## src/rtl/mdu_iter_pkg.sv

```systemverilog
// Shared definitions for the iterative multiply/divide unit.
//   - operation encodings carried on the op bus
//   - FSM state encoding
//   - default operand width
//   - HI/LO write-enable pattern for a full result write
package mdu_iter_pkg;

  localparam int MDU_DATA_W = 32;

  localparam logic [1:0] MDU_MULT  = 2'b00;
  localparam logic [1:0] MDU_MULTU = 2'b01;
  localparam logic [1:0] MDU_DIV   = 2'b10;
  localparam logic [1:0] MDU_DIVU  = 2'b11;

  localparam logic [1:0] HILO_WE_BOTH = 2'b11;

  typedef enum logic [1:0] {
    ST_IDLE = 2'b00,
    ST_CALC = 2'b01,
    ST_FIX  = 2'b10,
    ST_DONE = 2'b11
  } mdu_state_t;

endpackage

```

## src/rtl/mdu_negate.sv

```systemverilog
// Conditional two's-complement of a width-parameterised bus.
// Ports:
//   din  - value to (optionally) negate
//   neg  - 1: dout = -din, 0: dout = din
//   dout - result, same width as din
module mdu_negate #(
  parameter int W = 32
) (
  input  logic [W-1:0] din,
  input  logic         neg,
  output logic [W-1:0] dout
);

  // Operating on unsigned bits makes -(2^(W-1)) map to itself, which is
  // exactly the magnitude 2^(W-1) when read back as unsigned.
  assign dout = neg ? (~din + W'(1)) : din;

endmodule

```

## src/rtl/mdu_iter.sv

```systemverilog
// Iterative multiply/divide unit (MULT/MULTU/DIV/DIVU), one iteration per
// clock over DATA_W cycles, followed by a sign-fix cycle and a one-cycle
// completion strobe that writes {HI,LO}.
// Ports:
//   clk      - system clock, rising edge
//   rst_n    - asynchronous active-low reset
//   start    - request an operation (sampled only while idle)
//   op       - 00 MULT, 01 MULTU, 10 DIV, 11 DIVU
//   src_a    - multiplicand / dividend
//   src_b    - multiplier / divisor
//   flush    - cancel any in-flight operation, no write
//   busy     - operation in flight
//   done     - one-cycle completion strobe
//   hilo_we  - {HI,LO} write enables, 2'b11 only in the done cycle
//   hilo_out - {HI,LO}; holds the last completed result
module mdu_iter
  import mdu_iter_pkg::*;
#(
  parameter int DATA_W = MDU_DATA_W
) (
  input  logic                  clk,
  input  logic                  rst_n,
  input  logic                  start,
  input  logic [1:0]            op,
  input  logic [DATA_W-1:0]     src_a,
  input  logic [DATA_W-1:0]     src_b,
  input  logic                  flush,
  output logic                  busy,
  output logic                  done,
  output logic [1:0]            hilo_we,
  output logic [2*DATA_W-1:0]   hilo_out
);

  localparam int CNT_W = $clog2(DATA_W);
  localparam logic [CNT_W-1:0] CNT_LAST = CNT_W'(DATA_W - 1);

  mdu_state_t          state;
  logic [1:0]          op_q;
  logic [DATA_W-1:0]   mag_a;
  logic [DATA_W-1:0]   mag_b;
  logic                sign_a;
  logic                sign_b;
  logic                b_zero;
  logic [CNT_W-1:0]    cnt;
  logic [2*DATA_W-1:0] acc;

  // Operand capture: magnitudes for signed ops, pass-through otherwise.
  logic              in_signed;
  logic              in_sign_a;
  logic              in_sign_b;
  logic              in_is_mul;
  logic [DATA_W-1:0] abs_a;
  logic [DATA_W-1:0] abs_b;

  assign in_signed = (op == MDU_MULT) || (op == MDU_DIV);
  assign in_sign_a = in_signed & src_a[DATA_W-1];
  assign in_sign_b = in_signed & src_b[DATA_W-1];
  assign in_is_mul = (op == MDU_MULT) || (op == MDU_MULTU);

  mdu_negate #(.W(DATA_W)) u_neg_a (.din(src_a), .neg(in_sign_a), .dout(abs_a));
  mdu_negate #(.W(DATA_W)) u_neg_b (.din(src_b), .neg(in_sign_b), .dout(abs_b));

  logic is_mul;
  assign is_mul = (op_q == MDU_MULT) || (op_q == MDU_MULTU);

  // Multiply step: acc = {partial product, remaining multiplier bits}.
  // Add the multiplicand into the upper half when the multiplier LSB is
  // set, then shift the whole thing right, keeping the carry.
  logic [DATA_W:0]     mul_sum;
  logic [2*DATA_W-1:0] acc_mul_next;

  assign mul_sum      = {1'b0, acc[2*DATA_W-1:DATA_W]} + (acc[0] ? {1'b0, mag_a} : '0);
  assign acc_mul_next = {mul_sum, acc[DATA_W-1:1]};

  // Restoring divide step: acc = {partial remainder, dividend/quotient}.
  // The divisor is subtracted from the remainder with the next dividend
  // bit shifted in; a clear MSB on the difference means it fits.
  // With a zero divisor every step "fits", which naturally leaves an
  // all-ones quotient and the dividend magnitude as the remainder.
  logic [DATA_W:0]     div_shift;
  logic [DATA_W:0]     div_diff;
  logic                div_fit;
  logic [2*DATA_W-1:0] acc_div_next;

  assign div_shift    = {acc[2*DATA_W-1:DATA_W], acc[DATA_W-1]};
  assign div_diff     = div_shift - {1'b0, mag_b};
  assign div_fit      = ~div_diff[DATA_W];
  assign acc_div_next = {(div_fit ? div_diff[DATA_W-1:0] : div_shift[DATA_W-1:0]),
                         acc[DATA_W-2:0], div_fit};

  // Sign correction. Unsigned ops latch both sign flags as 0, so these
  // conditions collapse to pass-through for them. Negating the remainder
  // by the dividend sign also restores the raw dividend on divide-by-zero.
  logic [2*DATA_W-1:0] prod_fix;
  logic [DATA_W-1:0]   quo_fix;
  logic [DATA_W-1:0]   rem_fix;

  mdu_negate #(.W(2*DATA_W)) u_neg_prod (
    .din(acc), .neg(sign_a ^ sign_b), .dout(prod_fix)
  );
  mdu_negate #(.W(DATA_W)) u_neg_quo (
    .din(acc[DATA_W-1:0]), .neg((sign_a ^ sign_b) & ~b_zero), .dout(quo_fix)
  );
  mdu_negate #(.W(DATA_W)) u_neg_rem (
    .din(acc[2*DATA_W-1:DATA_W]), .neg(sign_a), .dout(rem_fix)
  );

  always_ff @(posedge clk or negedge rst_n) begin
    if (!rst_n) begin
      state    <= ST_IDLE;
      op_q     <= 2'b00;
      mag_a    <= '0;
      mag_b    <= '0;
      sign_a   <= 1'b0;
      sign_b   <= 1'b0;
      b_zero   <= 1'b0;
      cnt      <= '0;
      acc      <= '0;
      busy     <= 1'b0;
      done     <= 1'b0;
      hilo_we  <= 2'b00;
      hilo_out <= '0;
    end else if (flush) begin
      state   <= ST_IDLE;
      busy    <= 1'b0;
      done    <= 1'b0;
      hilo_we <= 2'b00;
    end else begin
      case (state)
        ST_IDLE: begin
          done    <= 1'b0;
          hilo_we <= 2'b00;
          if (start) begin
            state  <= ST_CALC;
            busy   <= 1'b1;
            op_q   <= op;
            mag_a  <= abs_a;
            mag_b  <= abs_b;
            sign_a <= in_sign_a;
            sign_b <= in_sign_b;
            b_zero <= (src_b == '0);
            cnt    <= '0;
            acc    <= {{DATA_W{1'b0}}, (in_is_mul ? abs_b : abs_a)};
          end
        end
        ST_CALC: begin
          acc <= is_mul ? acc_mul_next : acc_div_next;
          cnt <= cnt + CNT_W'(1);
          if (cnt == CNT_LAST) state <= ST_FIX;
        end
        ST_FIX: begin
          hilo_out <= is_mul ? prod_fix : {rem_fix, quo_fix};
          state    <= ST_DONE;
          done     <= 1'b1;
          hilo_we  <= HILO_WE_BOTH;
        end
        ST_DONE: begin
          state   <= ST_IDLE;
          busy    <= 1'b0;
          done    <= 1'b0;
          hilo_we <= 2'b00;
        end
        default: begin
          state   <= ST_IDLE;
          busy    <= 1'b0;
          done    <= 1'b0;
          hilo_we <= 2'b00;
        end
      endcase
    end
  end

endmodule

```

## config.mk

```make
export PLATFORM = sky130hd
export DESIGN_NAME = mdu_iter
export DESIGN_NICKNAME = d
export VERILOG_FILES = /design/src/rtl/mdu_iter_pkg.sv /design/src/rtl/mdu_negate.sv /design/src/rtl/mdu_iter.sv
export SDC_FILE = /design/constraint.sdc
export NUM_CORES = 1
export LEC_CHECK = 0
export CORE_ASPECT_RATIO = 2
export CORE_MARGIN = 10
export CORE_UTILIZATION = 46
export CTS_BUF_LIST = sky130_fd_sc_hd__clkbuf_8
export DETAILED_ROUTE_END_ITERATION = 6
export DONT_BUFFER_PORTS = 1
export GPL_TIMING_DRIVEN = 0
export PLACE_DENSITY_LB_ADDON = 0.25
export SYNTH_ARGS = -nofsm -noshare
export SYNTH_HDL_FRONTEND = slang
export SYNTH_SLANG_ARGS = --single-unit
```

## constraint.sdc

```tcl
create_clock -name clk -period 3.8 [get_ports clk]
set_input_delay 0.57 -clock clk [delete_from_list [all_inputs] [get_ports clk]]
set_output_delay 0.57 -clock clk [all_outputs]
set_load 0.05 [all_outputs]
```

==> results.sh, run 1 <==
export IMPL_ff2ff_path_depth=13
export IMPL_antenna_found_initial=2
export IMPL_vdd_drop_max_mv=0.468
export IMPL_groute_usage_overall=0.286
export IMPL_number_of_drc_violations_after_detailed_routing=2
export IMPL_core_region_area_um2=32900
export IMPL_cts_max_level=1
export IMPL_post_synth_cell_area_avg_um2=8.07
export IMPL_finish_net_count=2080
export IMPL_ys_flop_type="dfrtp_1"
export IMPL_post_route_cells_drive_above_1_share=0.0564
export IMPL_cap_viol_max_count=0
export IMPL_slew_violations=0
export IMPL_detailed_place_hpwl_um=48600
export IMPL_worstPathRequired_ns=4.27
export IMPL_critPathKind="flop to flop"
export IMPL_violations="DRC, hold timing"
export IMPL_global_route_wire_length_before_repair_um=90100
export IMPL_run_status="complete, but fails checks"
export IMPL_synthesis_instances=1903
export IMPL_post_cts_setup_buffers=0
export IMPL_firstDrtPassIters=7
export IMPL_routedWlPerCell_um=25.5
export IMPL_setup_viol=0
export IMPL_synth_async_sr_flop_share=1.00
export IMPL_worst_skew_pair_late_latency_ns=0.63
export IMPL_finalPower_mw=16.5
export IMPL_boundaryPins=138
export IMPL_layout_cell_area_non_filler_um2=16600
export IMPL_clock_buffer_count_from_cts=31
export IMPL_worst_clock_skew_ns=0.0269
export IMPL_ys_seq_elements=205
export IMPL_ctsLongestPathBuffers=3
export IMPL_routed_via_count=14700
export IMPL_postRouteWirelength_um=60900
export IMPL_grt_max_degree=206
export IMPL_die_height_um=278
export IMPL_placed_cell_area_um2=15900
export IMPL_syn_cell_area_um2=15400
export IMPL_rsz0062_at_grt="yes"
export IMPL_slew_headroom=0.266
export IMPL_yosys_cell_types_count=75
export IMPL_io_buffers=0
export IMPL_cts_root_buf="clkbuf_8"
export IMPL_worstSetupStartpointType="flop"
export IMPL_synth_yosys_warnings=0
export IMPL_clock_tree_from_tritoncts="done"
export IMPL_globalRoute_totalOverflow=0
export IMPL_register_to_register_path_setup_slack_ns=0.09
export IMPL_route_detailed_vias_per_inst=6.16
export IMPL_flow_area_growth_from_synthesis_pct=7.84
export IMPL_start_util=0.466
export IMPL_die_x_um=149
export IMPL_total_die_area_um2=41500
export IMPL_grt_pass1_vias=14700
export IMPL_layout_worst_path_cycle_share=0.977
export IMPL_worst_hold_path_type="input pin to asynchronous set/reset pin"
export IMPL_clkTransAtPathRegs_ns=0.07
export IMPL_setup_slack_ns=0.0891
export IMPL_power_per_cell_area_nw_per_um2=995
export IMPL_worstSetupEndpointType="flop"
export IMPL_worstPathArrival_ns=4.18
export IMPL_std_cell_rows=94
export IMPL_synth_nets=2049
export IMPL_detail_route_antenna_nets=0
export IMPL_report_final_hold_viol_count=205
export IMPL_max_slew_worst_pin_slew_ns=1.09
export IMPL_max_clock_freq_mhz=269
export IMPL_drt_iter0_drc=1090
export IMPL_min_period_ns=3.71
export IMPL_worst_r2r_endpoint="acc[59]"
export IMPL_gp_congestion=0.994
export IMPL_synth_enable_flop_cells=0
export IMPL_synth_yosys_seq_area_share=0.334
export IMPL_place_worst_setup_slack_ns=-0.695
export IMPL_holdWs_ns=-0.359
export IMPL_critical_path_peak_fanout=10
export IMPL_critical_path_reg2reg_startpoint="acc[31]"
export IMPL_power_static_leakage_nw=7.37
export IMPL_cts_sink_count=205
state kept, by name (all words and copies together) (netlist names):
signal and count:
state 2, hilo_out 64, sign_b 1, acc 64, op_q 1, hilo_we 1
sign_a 1, cnt 5, busy 1, b_zero 1, mag_b 32, mag_a 32
cell type report:
type / count / area [um2]
fillers: 3260 / 16400
multi-input cells: 1512 / 9590
flip-flops and latches: 205 / 5130
well taps: 432 / 541
clock buffers: 37 / 509
plain buffers: 109 / 453
inverters: 75 / 282
clock inverters: 13 / 57.6
diodes: 2 / 5.00
synthesized netlist by cell type (4+ instances only):
| cell | n | area share |
|---|---|---|
| nor2b_1 | 12 | 0.0049 |
| a211o_1 | 6 | 0.0034 |
| o221ai_1 | 4 | 0.0023 |
| nand3_1 | 22 | 0.0072 |
| or4_4 | 4 | 0.0029 |
| or4_1 | 10 | 0.0049 |
| a22oi_1 | 11 | 0.0054 |
| or3_1 | 12 | 0.0049 |
| or2_2 | 6 | 0.0024 |
| xnor2_1 | 99 | 0.056 |
| nand2_1 | 255 | 0.062 |
| dfrtp_1 | 205 | 0.33 |
| o21ai_1 | 7 | 0.0023 |
| o41ai_1 | 8 | 0.0046 |
| o21bai_1 | 5 | 0.0024 |
| nor4_1 | 8 | 0.0033 |
| o21ai_0 | 230 | 0.075 |
| buf_4 | 4 | 0.0020 |
| and2_1 | 35 | 0.014 |
| a21oi_1 | 157 | 0.051 |
| inv_1 | 75 | 0.018 |
| o311ai_0 | 4 | 0.0023 |
| a31oi_1 | 16 | 0.0065 |
| buf_2 | 4 | 0.0013 |
| xor2_1 | 75 | 0.043 |
| and3_1 | 12 | 0.0049 |
| mux2i_1 | 45 | 0.029 |
| buf_1 | 7 | 0.0017 |
| clkbuf_1 | 94 | 0.023 |
| nand2b_1 | 21 | 0.0086 |
| a211oi_1 | 27 | 0.013 |
| nand4_1 | 18 | 0.0073 |
| o21a_1 | 10 | 0.0049 |
| o211ai_1 | 12 | 0.0059 |
| nor3_1 | 43 | 0.014 |
| nor2_1 | 144 | 0.035 |
| a21o_1 | 29 | 0.014 |
| ha_1 | 74 | 0.060 |
| mux2_2 | 16 | 0.012 |
| o31ai_1 | 17 | 0.0083 |
how the worst max path moves through the flow:
stage | startpoint | to | slack [ns] | cells past startpoint
3_3_place_gp | acc[0] | acc[61] | -0.63 | 15
6_report | acc[31] | acc[59] | 0.09 | 13
3_5_place_dp | acc[0] | acc[61] | -0.70 | 15
2_1_floorplan | acc[0] | acc[61] | 0.52 | 15
5_1_grt | acc[31] | acc[34] | -0.007 | 13
4_1_cts | acc[0] | acc[56] | 0.02 | 11
report_power, final:
group | internal (mW) | leakage [nW] | switching, mW
clock network | 0.869 | 0.324 | 0.932
registers | 3.08 | 2.61 | 2.27
logic | 3.44 | 4.44 | 5.90
layout by cell type (no fill, tap or decap), types with 15 or more instances in the layout:
master	count
a21o_1	29
a31oi_1	15
nand2b_1	21
o31ai_1	17
dfrtp_1	202
xnor2_1	99
nand2_1	255
a211oi_1	26
nand3_1	21
clkbuf_1	89
mux2_2	16
and2_1	35
o21ai_0	229
a21oi_1	154
clkbuf_8	37
xor2_1	75
ha_1	74
inv_1	83
nor2_1	144
nor3_1	43
mux2i_1	45
nand4_1	18
worst max-delay path, cell delays in order, from the launching register on:
cell and delay, ns:
dfrtp_2 0.48, inv_1 0.16, ha_1 0.24, fa_1 0.40, nand2b_1 0.22, a21oi_4 0.24, o211a_4 0.26, o311ai_4 0.14
a211o_1 0.36, nand3_2 0.18, buf_4 0.29, buf_6 0.24, mux2i_1 0.23, o211ai_1 0.10
through the flow:
step           setup TNS (ns)  utilization  cells
6_report                    0        0.503   2385
5_1_grt               -0.0107        0.503   2384
4_1_cts                     0        0.502   2384
3_5_place_dp           -11.22        0.483   2335
3_3_place_gp           -10.54        0.483   2335
2_1_floorplan               0            -   1903
logic make-up after synthesis:
family | Yosys count | synth area share
adder cells (fa/ha/maj) | 76 | 0.0629
AND/OR/NAND/NOR | 625 | 0.193
AO/OA/AOI/OAI | 576 | 0.223
XOR/XNOR | 174 | 0.0992
buffers and inverters | 186 | 0.0475
multiplexers | 61 | 0.0410
flip-flops | 205 | 0.334
layer usage:
metal | track usage | up-vias | wire (um)
li1 | - | 6770 | -
met2 | 0.503 | 628 | 30900
met5 | 0 | - | 0
met4 | 0.265 | 0 | 6660
met3 | 0.0416 | 224 | 3260
met1 | 0.277 | 7066 | 20100
repair_timing:
item                                   CTS  global route
endpoints found under the hold margin  205           205
setup endpoints to repair               34            29
pin swaps                                0             2
gates resized for setup                 15            10
cloned                                   0             0
No activity file was read; power rests on OpenSTA's default activity.
==> inputs of run 2 (changes only) <==
==> constraint.sdc (replaced) <==
create_clock -name clk -period 3.8 [get_ports clk]
set_input_delay 0.95 -clock clk [delete_from_list [all_inputs] [get_ports clk]]
set_output_delay 0.95 -clock clk [all_outputs]
set_load 0.05 [all_outputs]
==> run 2 against run 1 <==
Critical path type unchanged. Cell count unchanged. Largest cell class unchanged. Sequential cell count unchanged. Largest power group unchanged. Clock skew up 0.0017 ns. Sequential power about the same. Global-route usage about the same. The run now ends clean.
==> results.sh, run 2 (synthesized netlist as in run 1, its figures left out) <==
export IMPL_switching_part_of_the_total=0.552
export IMPL_cap_viol_max_count=0
export IMPL_post_place_cells=2335
export IMPL_post_cts_setup_buffers=0
export IMPL_ctsLongestPathBuffers=3
export IMPL_layout_cell_area_non_filler_um2=16600
export IMPL_worstSetupStartpointType="flop"
export IMPL_setup_viol=0
export IMPL_power_per_cell_area_nw_per_um2=995
export IMPL_cts_sink_count=205
export IMPL_grt_max_degree=204
export IMPL_vdd_drop_max_mv=0.468
export IMPL_io_buffers=0
export IMPL_slew_headroom=0.259
export IMPL_number_of_drc_violations_after_detailed_routing=0
export IMPL_slew_violations=0
export IMPL_report_final_hold_viol_count=0
export IMPL_critical_path_peak_fanout=10
export IMPL_firstDrtPassIters=7
export IMPL_p_clk_frac=0.109
export IMPL_clkTransAtPathRegs_ns=0.07
export IMPL_global_route_wire_length_before_repair_um=90100
export IMPL_routed_via_count=14600
export IMPL_max_clock_freq_mhz=272
export IMPL_power_frac_comb=0.566
export IMPL_layout_common_cells="nand2_1, o21ai_0, dfrtp_1"
export IMPL_core_region_area_um2=32900
export IMPL_flow_area_growth_from_synthesis_pct=7.88
export IMPL_cts_root_buf="clkbuf_8"
export IMPL_globalRoute_totalOverflow=0
export IMPL_drt_iter0_drc=1062
export IMPL_detail_route_antenna_nets=0
export IMPL_post_route_cells_drive_above_1_share=0.0564
export IMPL_die_height_um=278
export IMPL_layout_worst_path_cycle_share=0.969
export IMPL_power_static_leakage_nw=7.37
export IMPL_detailed_place_hpwl_um=48600
export IMPL_routedWlPerCell_um=25.5
export IMPL_worst_clock_skew_ns=0.0285
export IMPL_setup_total_negative_slack_ns=0
export IMPL_start_util=0.466
export IMPL_postRouteWirelength_um=60900
export IMPL_critPathKind="flop to flop"
export IMPL_rsz0062_at_grt="yes"
export IMPL_ff2ff_path_depth=13
export IMPL_clock_tree_from_tritoncts="done"
export IMPL_min_period_ns=3.68
export IMPL_worstSetupEndpointType="flop"
export IMPL_final_cell_count_no_fill=2385
export IMPL_total_die_area_um2=41500
export IMPL_register_to_register_path_setup_slack_ns=0.12
export IMPL_internal_power_mw=7.39
export IMPL_boundaryPins=138
export IMPL_cts_max_level=1
export IMPL_worst_skew_pair_late_latency_ns=0.63
export IMPL_sequentialPowerShare=0.324
export IMPL_clock_buffer_count_from_cts=31
export IMPL_die_x_um=149
export IMPL_critical_path_reg2reg_startpoint="acc[31]"
export IMPL_worst_r2r_endpoint="acc[59]"
export IMPL_gp_congestion=0.994
export IMPL_route_detailed_vias_per_inst=6.13
export IMPL_net_switching_power_mw=9.10
export IMPL_grt_pass1_vias=14700
export IMPL_holdWs_ns=0.0314
export IMPL_worstPathRequired_ns=4.27
export IMPL_worst_hold_path_type="input pin to asynchronous set/reset pin"
export IMPL_placed_cell_area_um2=15900
export IMPL_setup_slack_ns=0.117
export IMPL_groute_usage_overall=0.286
export IMPL_std_cell_rows=94
export IMPL_finish_net_count=2081
export IMPL_worstPathArrival_ns=4.16
export IMPL_biggestRegsByFlops="acc: 64 flops, hilo_out: 64 flops"
export IMPL_most_frequent_standard_cell_in_the_layout_excluding_fill_and_tap_cells="nand2_1"
export IMPL_max_slew_worst_pin_slew_ns=1.10
export IMPL_run_status="finished clean"
export IMPL_antenna_found_initial=2
export IMPL_place_worst_setup_slack_ns=-0.695
-- run 2: cell count changes in the layout (fill, tap and decap cells not counted) --
cell / change
dlygate4sd3_1: +1
diode_2: -1
-- run 2: worst max-delay path by stage --
stage,depth (start not counted),start,end,slack [ns]
after floorplan,10,src_b[10],acc[29],0.50
after global placement,15,acc[0],acc[61],-0.63
final,13,acc[31],acc[59],0.12
after detailed placement,15,acc[0],acc[61],-0.70
after CTS,11,acc[0],acc[56],0.02
after global routing,13,acc[31],acc[34],-0.007
-- run 2: metrics by stage --
stage           util  total power, mW
2_1_floorplan      -             11.5
3_3_place_gp   0.483             14.3
3_5_place_dp   0.483             14.5
4_1_cts        0.502             16.3
5_1_grt        0.503             17.6
6_report       0.503             16.5
-- run 2: cell type report --
class                           instances  area (um2)
Clock inverter                         13        57.6
Inverter                               75         282
Sequential cell                       205        5130
Fill cell                            3260       16400
Buffer                                109         453
Tap cell                              432         541
Antenna cell                            1        2.50
Timing Repair Buffer                    1        10.0
Clock buffer                           37         509
Multi-Input combinational cell       1512        9590
-- run 2: what timing repair did --
action | 4_1_cts | 5_1_grt
setup endpoints to repair | 34 | 29
pin swaps | 0 | 2
gates resized for setup | 15 | 10
hold buffers | 1 | 0
hold endpoints to repair | 3 | 0
-- run 2: metal layers --
metal  GRT usage  up-vias  routed length, um  share of wire
met5           0        -                 13        0.00021
met4       0.265        2               6690           0.11
met1       0.277     7002              20100           0.33
met3      0.0416      234               3170          0.052
li1            -     6763                  -              -
met2       0.504      617              30900           0.51
-- run 2: power groups by stage --
stage	clock [mW]	combinational (mW)	sequential, mW
floorplan	0	6.73	4.73
global placement	0	8.98	5.32
detailed placement	0	9.10	5.36
CTS	1.81	9.19	5.33
global route	1.89	10.3	5.42
finish	1.80	9.34	5.35
-- run 2: critical path, cell delays in order (launching register included) --
cell      delay (ns)
dfrtp_2         0.47
inv_1           0.16
ha_1            0.24
fa_1            0.40
nand2b_1        0.22
a21oi_4         0.24
o211a_4         0.26
o311ai_4        0.14
a211o_1         0.36
nand3_2         0.18
buf_4           0.29
buf_6           0.24
mux2i_1         0.22
o211ai_1        0.10
==> inputs of run 3 (changes only) <==
==> constraint.sdc (replaced) <==
create_clock -name clk -period 3.8 [get_ports clk]
set_input_delay 0.95 -clock clk [delete_from_list [all_inputs] [get_ports clk]]
set_output_delay 0.95 -clock clk [all_outputs]
set_load 0.02 [all_outputs]
==> results of run 3 <==
Same layout as run 2 (identical final DEF). Status: finished clean.
Main changes from that run: total power 16.5 mW -> 15.9 mW; worst IR drop on VDD 0.468 mV -> 0.394 mV
